## src/rtl/seq_scan_ctrl_pkg.sv

```systemverilog
// seq_scan_ctrl_pkg: shared state encoding and default sizes for the sequence-check path.
package seq_scan_ctrl_pkg;
    typedef enum logic [2:0] {IDLE, LOAD, SHIFT, DRAIN, FIN} state_t;
    localparam int W_DEF = 8;
    localparam int N_DEF = 8;
    localparam int C_DEF = 8;
endpackage

```

## src/rtl/seq_scan_ctrl_match.sv

```systemverilog
// seq_match: sliding N-bit window over the serial stream, flags a pattern hit one cycle after each completing bit.
module seq_match import seq_scan_ctrl_pkg::*; #(
    parameter int N = N_DEF
) (
    input  logic         CLK,
    input  logic         RST,
    input  logic         clear,
    input  logic         shift_en,
    input  logic         bit_in,
    input  logic [N-1:0] pat,
    output logic         hit
);
    localparam int BW = $clog2(N + 1);
    logic [N-1:0]  window;
    logic [BW-1:0] bitcnt;
    logic          new_bit;
    always_ff @(posedge CLK or negedge RST) begin
        if (!RST) begin
            window  <= '0;
            bitcnt  <= '0;
            new_bit <= 1'b0;
        end else if (clear) begin
            window  <= '0;
            bitcnt  <= '0;
            new_bit <= 1'b0;
        end else begin
            new_bit <= shift_en;
            if (shift_en) begin
                window <= {window[N-2:0], bit_in};
                bitcnt <= (bitcnt == BW'(N)) ? bitcnt : bitcnt + BW'(1);
            end
        end
    end
    // bitcnt saturates at N, so equality means a full window of frame bits
    assign hit = new_bit && (bitcnt == BW'(N)) && (window == pat);
endmodule

```

## src/rtl/seq_scan_ctrl.sv

```systemverilog
// seq_scan_ctrl: frame controller that serialises words MSB-first and counts pattern hits per frame.
module seq_scan_ctrl import seq_scan_ctrl_pkg::*; #(
    parameter int W = W_DEF,
    parameter int N = N_DEF,
    parameter int C = C_DEF
) (
    input  logic         CLK,
    input  logic         RST,
    input  logic         START,
    input  logic         ABORT,
    input  logic [7:0]   NWORDS,
    input  logic [N-1:0] PAT,
    input  logic [W-1:0] DIN,
    input  logic         DIN_VALID,
    output logic         DIN_READY,
    output logic         SDOUT,
    output logic         SVALID,
    output logic         HIT,
    output logic [C-1:0] HIT_CNT,
    output logic         BUSY,
    output logic         DONE
);
    localparam int IW = $clog2(W);
    state_t        state, state_nx;
    logic [W-1:0]  sreg;
    logic [IW-1:0] bidx;
    logic [7:0]    nw_r;
    logic [N-1:0]  pat_r;
    logic          start_ok, load_ok, word_end, mclear;
    always_comb begin
        state_nx = state;
        start_ok = (state == IDLE) && START && !ABORT;
        load_ok  = (state == LOAD) && DIN_VALID && !ABORT;
        word_end = (state == SHIFT) && (bidx == '0);
        mclear   = ABORT || ((state == IDLE) && START);
        case (state)
            IDLE:    state_nx = START ? ((NWORDS != '0) ? LOAD : FIN) : IDLE;
            LOAD:    state_nx = DIN_VALID ? SHIFT : LOAD;
            SHIFT:   state_nx = word_end ? ((nw_r == 8'd1) ? DRAIN : LOAD) : SHIFT;
            DRAIN:   state_nx = FIN;
            default: state_nx = IDLE;
        endcase
        if (ABORT) state_nx = IDLE;
    end
    always_ff @(posedge CLK or negedge RST) begin
        if (!RST) state <= IDLE;
        else      state <= state_nx;
    end
    assign DIN_READY = (state == LOAD);
    assign SVALID    = (state == SHIFT);
    assign SDOUT     = SVALID && sreg[W-1];
    assign BUSY      = (state != IDLE);
    assign DONE      = (state == FIN);
    always_ff @(posedge CLK or negedge RST) begin
        if (!RST) begin
            sreg    <= '0;
            bidx    <= '0;
            nw_r    <= '0;
            pat_r   <= '0;
            HIT_CNT <= '0;
        end else begin
            if (start_ok) begin
                HIT_CNT <= '0;
                if (NWORDS != '0) begin
                    pat_r <= PAT;
                    nw_r  <= NWORDS;
                end
            end else if (!ABORT && HIT && (HIT_CNT != '1)) begin
                HIT_CNT <= HIT_CNT + C'(1);
            end
            if (load_ok) begin
                sreg <= DIN;
                bidx <= IW'(W - 1);
            end else if (state == SHIFT) begin
                sreg <= sreg << 1;
                bidx <= bidx - IW'(1);
                if (word_end) nw_r <= nw_r - 8'd1;
            end
        end
    end
    seq_match #(.N(N)) u_match (
        .CLK      (CLK),
        .RST      (RST),
        .clear    (mclear),
        .shift_en (SVALID),
        .bit_in   (SDOUT),
        .pat      (pat_r),
        .hit      (HIT)
    );
endmodule

```

## config.mk

```make
export PLATFORM = sky130hd
export DESIGN_NAME = seq_scan_ctrl
export DESIGN_NICKNAME = d
export VERILOG_FILES = /design/src/rtl/seq_scan_ctrl_pkg.sv /design/src/rtl/seq_scan_ctrl_match.sv /design/src/rtl/seq_scan_ctrl.sv
export SDC_FILE = /design/constraint.sdc
export NUM_CORES = 1
export LEC_CHECK = 0
export BUFFER_PORTS_ARGS = -buffer_cell sky130_fd_sc_hd__buf_2
export CAP_MARGIN = 10
export CORE_MARGIN = 2
export CORE_UTILIZATION = 47
export CTS_CLUSTER_SIZE = 16
export DETAILED_ROUTE_END_ITERATION = 8
export HOLD_SLACK_MARGIN = 0.15
export PLACE_DENSITY = 0.71
export REMOVE_ABC_BUFFERS = 1
export SLEW_MARGIN = 20
export SYNTH_ARGS = -nofsm -noshare
export SYNTH_HDL_FRONTEND = slang
export SYNTH_SLANG_ARGS = --single-unit
```

## constraint.sdc

```tcl
create_clock -name CLK -period 2.9 [get_ports CLK]
set_input_delay 0.29 -clock CLK [delete_from_list [all_inputs] [get_ports CLK]]
set_output_delay 0.29 -clock CLK [all_outputs]
set_load 0.01 [all_outputs]
```

==> flow_metrics.py, run 1 <==
metrics = {
    "clocking": {
        "cts-root-buf": "clkbuf_8",
        "post_cts_buffers": 0,
        "cts_sinks": 51,
        "htree_levels": 2,
        "clk_path_buf_depth": 2,
        "cts_tree": "yes",
        "insertion_delay_ns": 0.30,
        "cts.clk_slew.worst_paths_ns": 0.09,
        "cts_buffers": 5,
    },
    "global_routing": {
        "antenna_found_initial": 0,
        "grt_max_degree": 27,
        "grt_pass1_vias": 2040,
        "grt_pass1_wl_um": 9070,
        "grt_overflow": 0,
        "track_usage_pct": 18.1,
    },
    "worst_setup_path": {
        "reg2reg_setup_slack_ns": 0.53,
        "reg2reg_to": "HIT_CNT[5]$_DFFE_PN0P_",
        "startpoint_type": "flip-flop",
        "critPathRequiredTime_ns": 2.61,
        "crit_path_max_fanout": 15,
        "critical_path_arrival_ns": 2.15,
        "timing.rr.start": "u_match.bitcnt[0]$_DFFE_PN0P_",
        "rr_worst_depth": 7,
        "endpoint": "SDOUT",
        "setup.worst_path.start": "state[0]$_DFF_PN0_",
        "path_class": "flip-flop to output port",
        "endpoint_kind": "output port",
    },
    "synth": {
        "yosys.area_share.simple_pct": 22.3,
        "ys.warnings.count": 0,
        "synth_edf_count": 0,
        "async_reset_ff_share_pct": 100,
        "synth_top_family_by_area": "simple AND/OR/NAND/NOR gates",
        "syn_area_um2": 2600,
        "synth_area_per_cell_um2": 9.49,
        "synth_adder_area_share_pct": 3.37,
        "netlist_instances": 274,
        "synth_compound_area_share_pct": 14.1,
        "synth_mux_area_share_pct": 3.85,
        "synth_seq_cells": 51,
        "ys_types": 45,
        "synth_xor_area_share_pct": 4.04,
        "yosysSeqAreaShare_pct": 49.1,
        "synthFlopType": "dfrtp_1",
    },
    "power": {
        "combPwrFrac_pct": 16.9,
        "powerDensity_nw_per_um2": 591,
        "p_int_uw": 1320,
        "power_leakage_uw": 0.00143,
        "peakVddDrop_mv": 0.294,
        "p_sw_uw": 479,
        "power_frac_seq_pct": 51.1,
        "switching_share_pct": 26.7,
        "p_clk_share_pct": 32.0,
    },
    "die": {
        "pin_count": 43,
        "die_h_um": 78.4,
        "dieArea_um2": 6150,
        "fp.dieW_um": 78.4,
        "start_util_pct": 47.8,
        "core-area_um2": 5440,
        "placementRows": 27,
    },
    "drt": {
        "finalWirelength_um": 5370,
        "route.detailed.drc": 0,
        "drtIter0Drc": 104,
        "routed_via_density": 5.43,
        "ant_nets": 0,
        "vias": 2117,
        "firstDrtPassIters": 4,
        "wl_per_cell_um": 13.8,
    },
    "sta": {
        "rsz0062_at_grt": "false",
        "maxSlewHeadroom_pct": 56.3,
        "final.min_clock_period_ns": 2.44,
        "worstMarginPinSlew_ns": 0.653,
        "fmax_mhz": 411,
        "finalSetupViolations": 0,
        "fin_crit_sh_pct": 84.0,
        "final_max_slew_viol_count": 0,
        "setup_ws_ns": 0.464,
        "finalHoldViolations": 0,
        "finClkSkew_ns": 0.00570,
        "finalSetupTns_ns": 0,
    },
    "finish": {
        "mostFrequentLayoutCell": "dfrtp_1",
        "nets": 353,
        "area_growth_pct": 16.8,
        "final_cell_mix": "dfrtp_1, nand2_1, buf_2",
        "drive_above_1_share_pct": 22.6,
        "fin_area_um2": 3040,
        "n_antenna_cell": 0,
    },
    "flow_run": {
        "drv_cap": 0,
    },
    "worst_hold_path": {
        "min_from": "DIN[0]",
        "holdPathStages": 3,
        "hp-class": "input pin to flip-flop",
    },
    "placed_design": {
        "dp_slack_ns": 0.547,
        "dp.final_hpwl_um": 3980,
        "numPortBuffers": 42,
        "dpl_cell_area_um2": 2890,
        "place_congestion": 0.835,
    },
    "outcome": {
        "status": "complete, no violations",
    },
}
## final cells by class
class	instances	area (um^2)
fillers	469	2400
flip-flops and latches	51	1280
multi-input cells	201	1240
repair buffers	48	258
well taps	72	90.1
clock buffers	5	68.8
clock inverters	3	67.6
inverters	10	37.5
## what timing repair did
item,in CTS,in global routing
gates resized for setup,0,0
endpoints found under the hold margin,24,0
setup endpoints to repair,0,0
hold buffers,1,0
## per-stage QoR
step | instances | power, uW | hold slack [ns] | util (%)
finish | 390 | 1800 | 0.190 | 55.9
global placement | 381 | 1220 | 0.319 | 53.2
floorplan | 262 | 1120 | -0.00559 | -
CTS | 390 | 1810 | 0.184 | 55.9
global route | 390 | 1900 | 0.201 | 55.9
detailed placement | 381 | 1230 | 0.318 | 53.2
## power groups by stage
stage,clock network (uW),logic (uW),registers [uW]
finish,575,303,917
global route,624,349,932
detailed placement,0,305,927
floorplan,0,214,904
CTS,592,308,915
global placement,0,294,923
## Yosys cell counts (3+ instances only)
master    number  share of area (%)
a21oi_1       22                4.2
a22oi_1        8                2.3
clkbuf_1       9                1.3
dfrtp_1       51                 49
ha_1           7                3.4
inv_1         10                1.4
mux2_2         8                3.5
nand2_1       47                6.8
nand2b_1       3               0.72
nand3_1        6                1.2
nand4_1        3               0.72
nor2_1        19                2.7
nor3_1         5               0.96
nor3b_1        3               0.87
nor4_1         8                1.9
o21ai_0       11                2.1
o311ai_0       3                1.0
or2_2          3               0.72
or3_1          5                1.2
or4_1          4                1.2
xnor2_1        3                1.0
xor2_1         9                3.0
## flip-flops by register name, indices dropped and copies added (netlist names)
name and flops:
u_match.new_bit 1, sreg 8, u_match.window 8, pat_r 8, u_match.bitcnt 4, nw_r 8
state 3, bidx 3, HIT_CNT 8
## logic make-up (layout without fill, tap and decap cells)
kind of cell,Yosys count,after routing
simple gates,117,117
compound gates,56,56
flops,51,51
buf+inv,22,66
xor+xnor,12,12
mux,9,9
fa+ha+maj,7,7
## worst max-delay path, cell delays in order (launching register included)
cell and delay [ns]:
dfrtp_1 0.45, or3b_1 0.63, inv_1 0.44, nand2_1 0.13
inv_1 0.07, buf_2 0.12
## how the worst min path moves through the flow
stage | end | slack (ns)
2_1_floorplan | HIT_CNT[0]$_DFFE_PN0P_ | -0.006
3_3_place_gp | sreg[3]$_DFFE_PN0P_ | 0.32
3_5_place_dp | sreg[3]$_DFFE_PN0P_ | 0.32
4_1_cts | sreg[0]$_DFFE_PN0P_ | 0.18
5_1_grt | sreg[2]$_DFFE_PN0P_ | 0.20
6_report | sreg[0]$_DFFE_PN0P_ | 0.19
## routing by layer
metal	global-route usage [%]	share of wire (%)	up-vias
met3	2.41	2.8	4
met4	5.09	0.86	0
met5	0	0	-
met2	29.9	48	39
li1	-	-	1046
met1	25.3	48	1028
No activity file was read; power rests on OpenSTA's default activity.
==> run 2, diff against run 1 <==
==> constraint.sdc (replaced) <==
create_clock -name CLK -period 2.38 [get_ports CLK]
set_input_delay 0.238 -clock CLK [delete_from_list [all_inputs] [get_ports CLK]]
set_output_delay 0.238 -clock CLK [all_outputs]
set_load 0.01 [all_outputs]
==> run 2 against run 1 <==
Effect of this change:
- via count increased by 1.5%
- critical path type is now flip-flop to flip-flop
- combinational power increased by 27%
- non-clock buffer count grew 12
- clock power down 3%
- clock-buffer cell count grew 2
==> flow_metrics.py, run 2 (synthesized netlist as in run 1, its figures left out) <==
metrics = {
    "global_routing": {
        "met1_usage_pct": 25.8,
        "antenna_found_initial": 0,
        "track_usage_pct": 19.3,
        "grt_pass1_wl_um": 9480,
        "met3_usage_pct": 2.99,
        "grt_overflow": 0,
        "use_met2_pct": 32.2,
        "grt_pass1_vias": 2084,
        "grt_max_degree": 27,
        "grt_busiest_layer": "met2",
    },
    "finish": {
        "area_growth_pct": 19.8,
        "mostFrequentLayoutCell": "dfrtp_1",
        "drive_above_1_share_pct": 23.0,
        "postLayoutCoreUtil_pct": 57.3,
        "instances_no_fill": 402,
        "n_antenna_cell": 0,
        "fin_area_um2": 3120,
        "nFillCells": 497,
        "final_cell_mix": "dfrtp_1, nand2_1, buf_2",
        "nets": 365,
    },
    "placed_design": {
        "dp.final_hpwl_um": 4040,
        "dpl_cell_area_um2": 2920,
        "numPortBuffers": 42,
        "place_congestion": 0.881,
        "dp_cells": 385,
    },
    "drt": {
        "ant_nets": 0,
        "wl_per_cell_um": 13.8,
        "route.detailed.drc": 0,
        "finalWirelength_um": 5540,
        "vias": 2149,
        "drtIter0Drc": 74,
        "routed_via_density": 5.35,
        "firstDrtPassIters": 4,
    },
    "sta": {
        "fin_crit_sh_pct": 90.0,
        "worstMarginPinSlew_ns": 0.568,
        "maxSlewHeadroom_pct": 61.8,
        "final.min_clock_period_ns": 2.14,
        "finClkSkew_ns": 0.0121,
        "finalHoldViolations": 0,
        "finalSetupViolations": 0,
        "rsz0062_at_grt": "false",
        "finalSetupTns_ns": 0,
        "fmax_mhz": 467,
        "final_max_slew_viol_count": 0,
    },
    "clocking": {
        "cts_sinks": 51,
        "clk_path_buf_depth": 2,
        "cts-root-buf": "clkbuf_8",
        "htree_levels": 2,
        "cts.clk_slew.worst_paths_ns": 0.10,
        "cts_tree": "yes",
        "cts_buffers": 5,
        "insertion_delay_ns": 0.31,
    },
    "die": {
        "die_h_um": 78.4,
        "placementRows": 27,
        "dieArea_um2": 6150,
        "start_util_pct": 47.8,
        "fp.dieW_um": 78.4,
        "core-area_um2": 5440,
        "pin_count": 43,
    },
    "worst_hold_path": {
        "hp-class": "input pin to flip-flop",
        "min_from": "PAT[3]",
        "whs_endpoint": "pat_r[3]$_DFFE_PN0P_",
        "holdPathStages": 2,
    },
    "worst_setup_path": {
        "reg2reg_to": "pat_r[6]$_DFFE_PN0P_",
        "endpoint_kind": "flip-flop",
        "critPathRequiredTime_ns": 2.57,
        "path_class": "flip-flop to flip-flop",
        "startpoint_type": "flip-flop",
        "reg2reg_setup_slack_ns": 0.24,
        "rr_worst_depth": 4,
        "critical_path_arrival_ns": 2.34,
        "timing.rr.start": "state[1]$_DFF_PN0_",
        "crit_path_max_fanout": 9,
    },
    "power": {
        "power_frac_seq_pct": 54.1,
        "peakVddDrop_mv": 0.378,
        "switching_share_pct": 29.0,
        "p_clk_share_pct": 27.1,
        "power_uw": 2060,
        "p_sw_uw": 598,
        "combPwrFrac_pct": 18.7,
        "power_leakage_uw": 0.00147,
        "powerDensity_nw_per_um2": 661,
        "p_int_uw": 1460,
    },
    "outcome": {
        "status": "complete, no violations",
    },
    "flow_run": {
        "drv_cap": 0,
    },
}
[run 2: cell types whose count changed in the layout (fill, tap and decap cells not counted)]
cell           delta
buf_4             +4
bufinv_16         -2
clkbuf_8          +2
dlygate4sd3_1     +8
[run 2: worst max-delay path by stage]
| stage | cells after the start | slack, ns | end | from |
|---|---|---|---|---|
| after floorplan | 5 | 0.18 | sreg[1]$_DFFE_PN0P_ | state[1]$_DFF_PN0_ |
| after global placement | 4 | 0.32 | pat_r[1]$_DFFE_PN0P_ | state[1]$_DFF_PN0_ |
| after detailed placement | 4 | 0.25 | pat_r[6]$_DFFE_PN0P_ | state[1]$_DFF_PN0_ |
| after CTS | 4 | 0.24 | pat_r[6]$_DFFE_PN0P_ | state[1]$_DFF_PN0_ |
| after global routing | 8 | 0.11 | HIT_CNT[6]$_DFFE_PN0P_ | u_match.bitcnt[0]$_DFFE_PN0P_ |
| final | 4 | 0.24 | pat_r[6]$_DFFE_PN0P_ | state[1]$_DFF_PN0_ |
[run 2: per-stage QoR]
step	hold slack (ns)	worst slack [ns]
finish	0.157	0.237
global route	0.156	0.105
CTS	0.153	0.238
detailed placement	0.275	0.250
global placement	0.272	0.323
floorplan	-0.0576	0.176
[run 2: worst max-delay path, stage by stage, from the launching register on]
cell and delay (ns):
dfrtp_1 0.45, or4b_1 0.68, a211oi_4 0.32, buf_4 0.23
mux2_2 0.35
[run 2: cell type report]
class	instances	area, um^2	share of cell area, %
flip-flops and latches	51	1280	41.0
multi-input cells	201	1240	39.8
repair buffers	60	368	11.8
clock buffers	7	96.3	3.09
well taps	72	90.1	2.89
inverters	10	37.5	1.20
clock inverters	1	7.51	0.241
[run 2: metal layers]
layer  vias up  part of all wire [%]
met5         -                     0
met4         0                   1.5
met3         8                   3.1
met2        40                    48
met1      1037                    47
li1       1064                     -
[run 2: timing repair]
action | CTS | global route
setup endpoints to repair | 0 | 0
hold buffers | 9 | 0
gates resized for setup | 0 | 0
endpoints found under the hold margin | 32 | 0
buffers inserted | 0 | 0
[run 2: power by group through the flow]
stage / Combinational (uW) / Clock [uW] / Sequential, uW
6_report: 386 / 558 / 1110
5_1_grt: 444 / 609 / 1140
2_1_floorplan: 261 / 0 / 1100
3_3_place_gp: 361 / 0 / 1130
3_5_place_dp: 380 / 0 / 1130
4_1_cts: 391 / 570 / 1110
==> run 3, diff against run 2 <==
--- a/config.mk
+++ b/config.mk
@@ -9,12 +9,13 @@
 export CAP_MARGIN = 10
 export CORE_MARGIN = 2
 export CORE_UTILIZATION = 47
+export CTS_BUF_LIST = sky130_fd_sc_hd__clkbuf_4
 export CTS_CLUSTER_SIZE = 16
 export DETAILED_ROUTE_END_ITERATION = 8
 export HOLD_SLACK_MARGIN = 0.15
 export PLACE_DENSITY = 0.71
 export REMOVE_ABC_BUFFERS = 1
-export SLEW_MARGIN = 20
+export SLEW_MARGIN = 0
 export SYNTH_ARGS = -nofsm -noshare
 export SYNTH_HDL_FRONTEND = slang
 export SYNTH_SLANG_ARGS = --single-unit
==> run 3 against run 2 <==
Effect of this change:
- hold slack improved by 0.085 ns
- register-to-register slack about the same
- cell count increased by 4.0%
- sequential power about the same
- largest cell class unchanged
- highest routed layer unchanged
==> flow_metrics.py, run 3 (synthesized netlist as in run 1, its figures left out) <==
metrics = {
    "outcome": {
        "status": "complete, no violations",
    },
    "drt": {
        "drtIter0Drc": 67,
        "ant_nets": 0,
        "vias": 2201,
        "wl_per_cell_um": 13.8,
        "finalWirelength_um": 5760,
        "route.detailed.drc": 0,
        "firstDrtPassIters": 4,
        "routed_via_density": 5.27,
    },
    "sta": {
        "fmax_mhz": 451,
        "finalSetupTns_ns": 0,
        "fin_crit_sh_pct": 93.2,
        "rsz0062_at_grt": "false",
        "finalSetupViolations": 0,
        "maxSlewHeadroom_pct": 60.3,
        "setup_ws_ns": 0.161,
        "final_max_slew_viol_count": 0,
        "finClkSkew_ns": 0.0146,
        "worstMarginPinSlew_ns": 0.590,
        "final.min_clock_period_ns": 2.22,
        "finalHoldViolations": 0,
    },
    "clocking": {
        "insertion_delay_ns": 0.38,
        "ctsResizeCount": 0,
        "clk_path_buf_depth": 2,
        "post_cts_buffers": 0,
        "cts_sinks": 51,
        "htree_levels": 2,
        "cts-root-buf": "clkbuf_4",
        "cts_buffers": 5,
        "cts.clk_slew.worst_paths_ns": 0.14,
        "cts_tree": "yes",
        "hold_buffers": 25,
    },
    "worst_setup_path": {
        "max_stage_delay_ns": 0.47,
        "path_common_cell": "buf_4",
        "cp_top_family": "buffers and inverters",
        "path_cells": "or3b_1 > buf_4 > inv_1 > buf_4 > buf_2",
        "startpoint_type": "flip-flop",
        "endpoint_kind": "output port",
        "path_class": "flip-flop to output port",
        "crit_path_max_fanout": 14,
        "critPathBufInv": 4,
        "cpMaxStageDelayCell": "dfrtp_1",
        "critical_path_arrival_ns": 1.98,
        "critPathRequiredTime_ns": 2.14,
    },
    "global_routing": {
        "grt_pass1_wl_um": 9740,
        "grt_busiest_layer": "met2",
        "met1_usage_pct": 26.6,
        "use_met2_pct": 33.3,
        "met3_usage_pct": 3.22,
        "grt_pass1_vias": 2133,
        "antenna_found_initial": 0,
        "track_usage_pct": 20.0,
        "grt_overflow": 0,
        "grt_max_degree": 27,
    },
    "placed_design": {
        "numPortBuffers": 42,
        "dp_slack_ns": 0.250,
        "dp.final_hpwl_um": 4040,
        "place_congestion": 0.881,
        "dp_cells": 385,
    },
    "die": {
        "start_util_pct": 47.8,
        "dieArea_um2": 6150,
        "die_h_um": 78.4,
        "fp.dieW_um": 78.4,
        "pin_count": 43,
        "placementRows": 27,
        "core-area_um2": 5440,
    },
    "finish": {
        "nets": 381,
        "drive_above_1_share_pct": 21.4,
        "nFillCells": 485,
        "area_growth_pct": 24.0,
        "n_antenna_cell": 0,
        "mostFrequentLayoutCell": "dfrtp_1",
        "postLayoutCoreUtil_pct": 59.3,
        "instances_no_fill": 418,
        "final_cell_mix": "dfrtp_1, nand2_1, buf_2",
    },
    "power": {
        "power_leakage_uw": 0.00151,
        "peakVddDrop_mv": 0.345,
        "powerDensity_nw_per_um2": 593,
    },
    "worst_hold_path": {
        "hp-class": "input pin to flip-flop",
    },
    "flow_run": {
        "drv_cap": 0,
    },
}
run 3: cell types whose count changed in the layout (fill, tap and decap cells not counted):
cell	change
clkbuf_4	+5
dlygate4sd3_1	+16
clkbuf_8	-7
clkinv_1	+2
run 3: where the power goes:
part | leakage [uW] | total (uW) | switching [uW] | internal, uW
Sequential | 0.000658 | 1120 | 108 | 1010
Clock | 0.0000263 | 389 | 280 | 109
Combinational | 0.000824 | 407 | 202 | 205
Total | 0.00151 | 1910 | 589 | 1320
run 3: path summary, 6_finish.rpt:
| path | start | to | slack, ns | depth (start not counted) |
|---|---|---|---|---|
| min in group asynchronous | RST | sreg[6]$_DFFE_PN0P_ | 0.37 | 2 |
| min reg2reg | sreg[7]$_DFFE_PN0P_ | sreg[7]$_DFFE_PN0P_ | 0.50 | 2 |
| max in group asynchronous | RST | HIT_CNT[2]$_DFFE_PN0P_ | 1.38 | 3 |
| max reg2reg | state[1]$_DFF_PN0_ | pat_r[6]$_DFFE_PN0P_ | 0.24 | 4 |
| min | DIN_VALID | state[0]$_DFF_PN0_ | 0.24 | 3 |
| max | state[0]$_DFF_PN0_ | SVALID | 0.16 | 5 |
run 3: worst register-to-register path: cells and delay by family, from the launching register on:
family                 cells  cell delay, ns
DFF                        1            0.47
and+or+nand+nor            1            0.67
AOI/OAI and AO/OA          1            0.32
buffers and inverters      1            0.23
muxes                      1            0.35
run 3: layout make-up:
class | count | area, um^2 | area share [%]
Clock inverter | 3 | 15.0 | 0.466
Clock buffer | 5 | 37.5 | 1.16
Timing Repair Buffer | 76 | 528 | 16.4
Inverter | 10 | 37.5 | 1.16
Multi-Input combinational cell | 201 | 1240 | 38.5
Sequential cell | 51 | 1280 | 39.6
Tap cell | 72 | 90.1 | 2.79
run 3: metal layers:
metal	vias up	part of all wire, %
li1	1096	-
met1	1059	47
met2	37	49
met3	9	2.7
met4	0	1.6
met5	-	0
run 3: metrics by stage:
step	cell area, um^2	total power [uW]	hold WS, ns
after floorplan	2550	1360	-0.0576
after global placement	2920	1490	0.272
after detailed placement	2920	1510	0.275
after CTS	3220	1930	0.212
after global routing	3220	2050	0.226
final	3220	1910	0.242
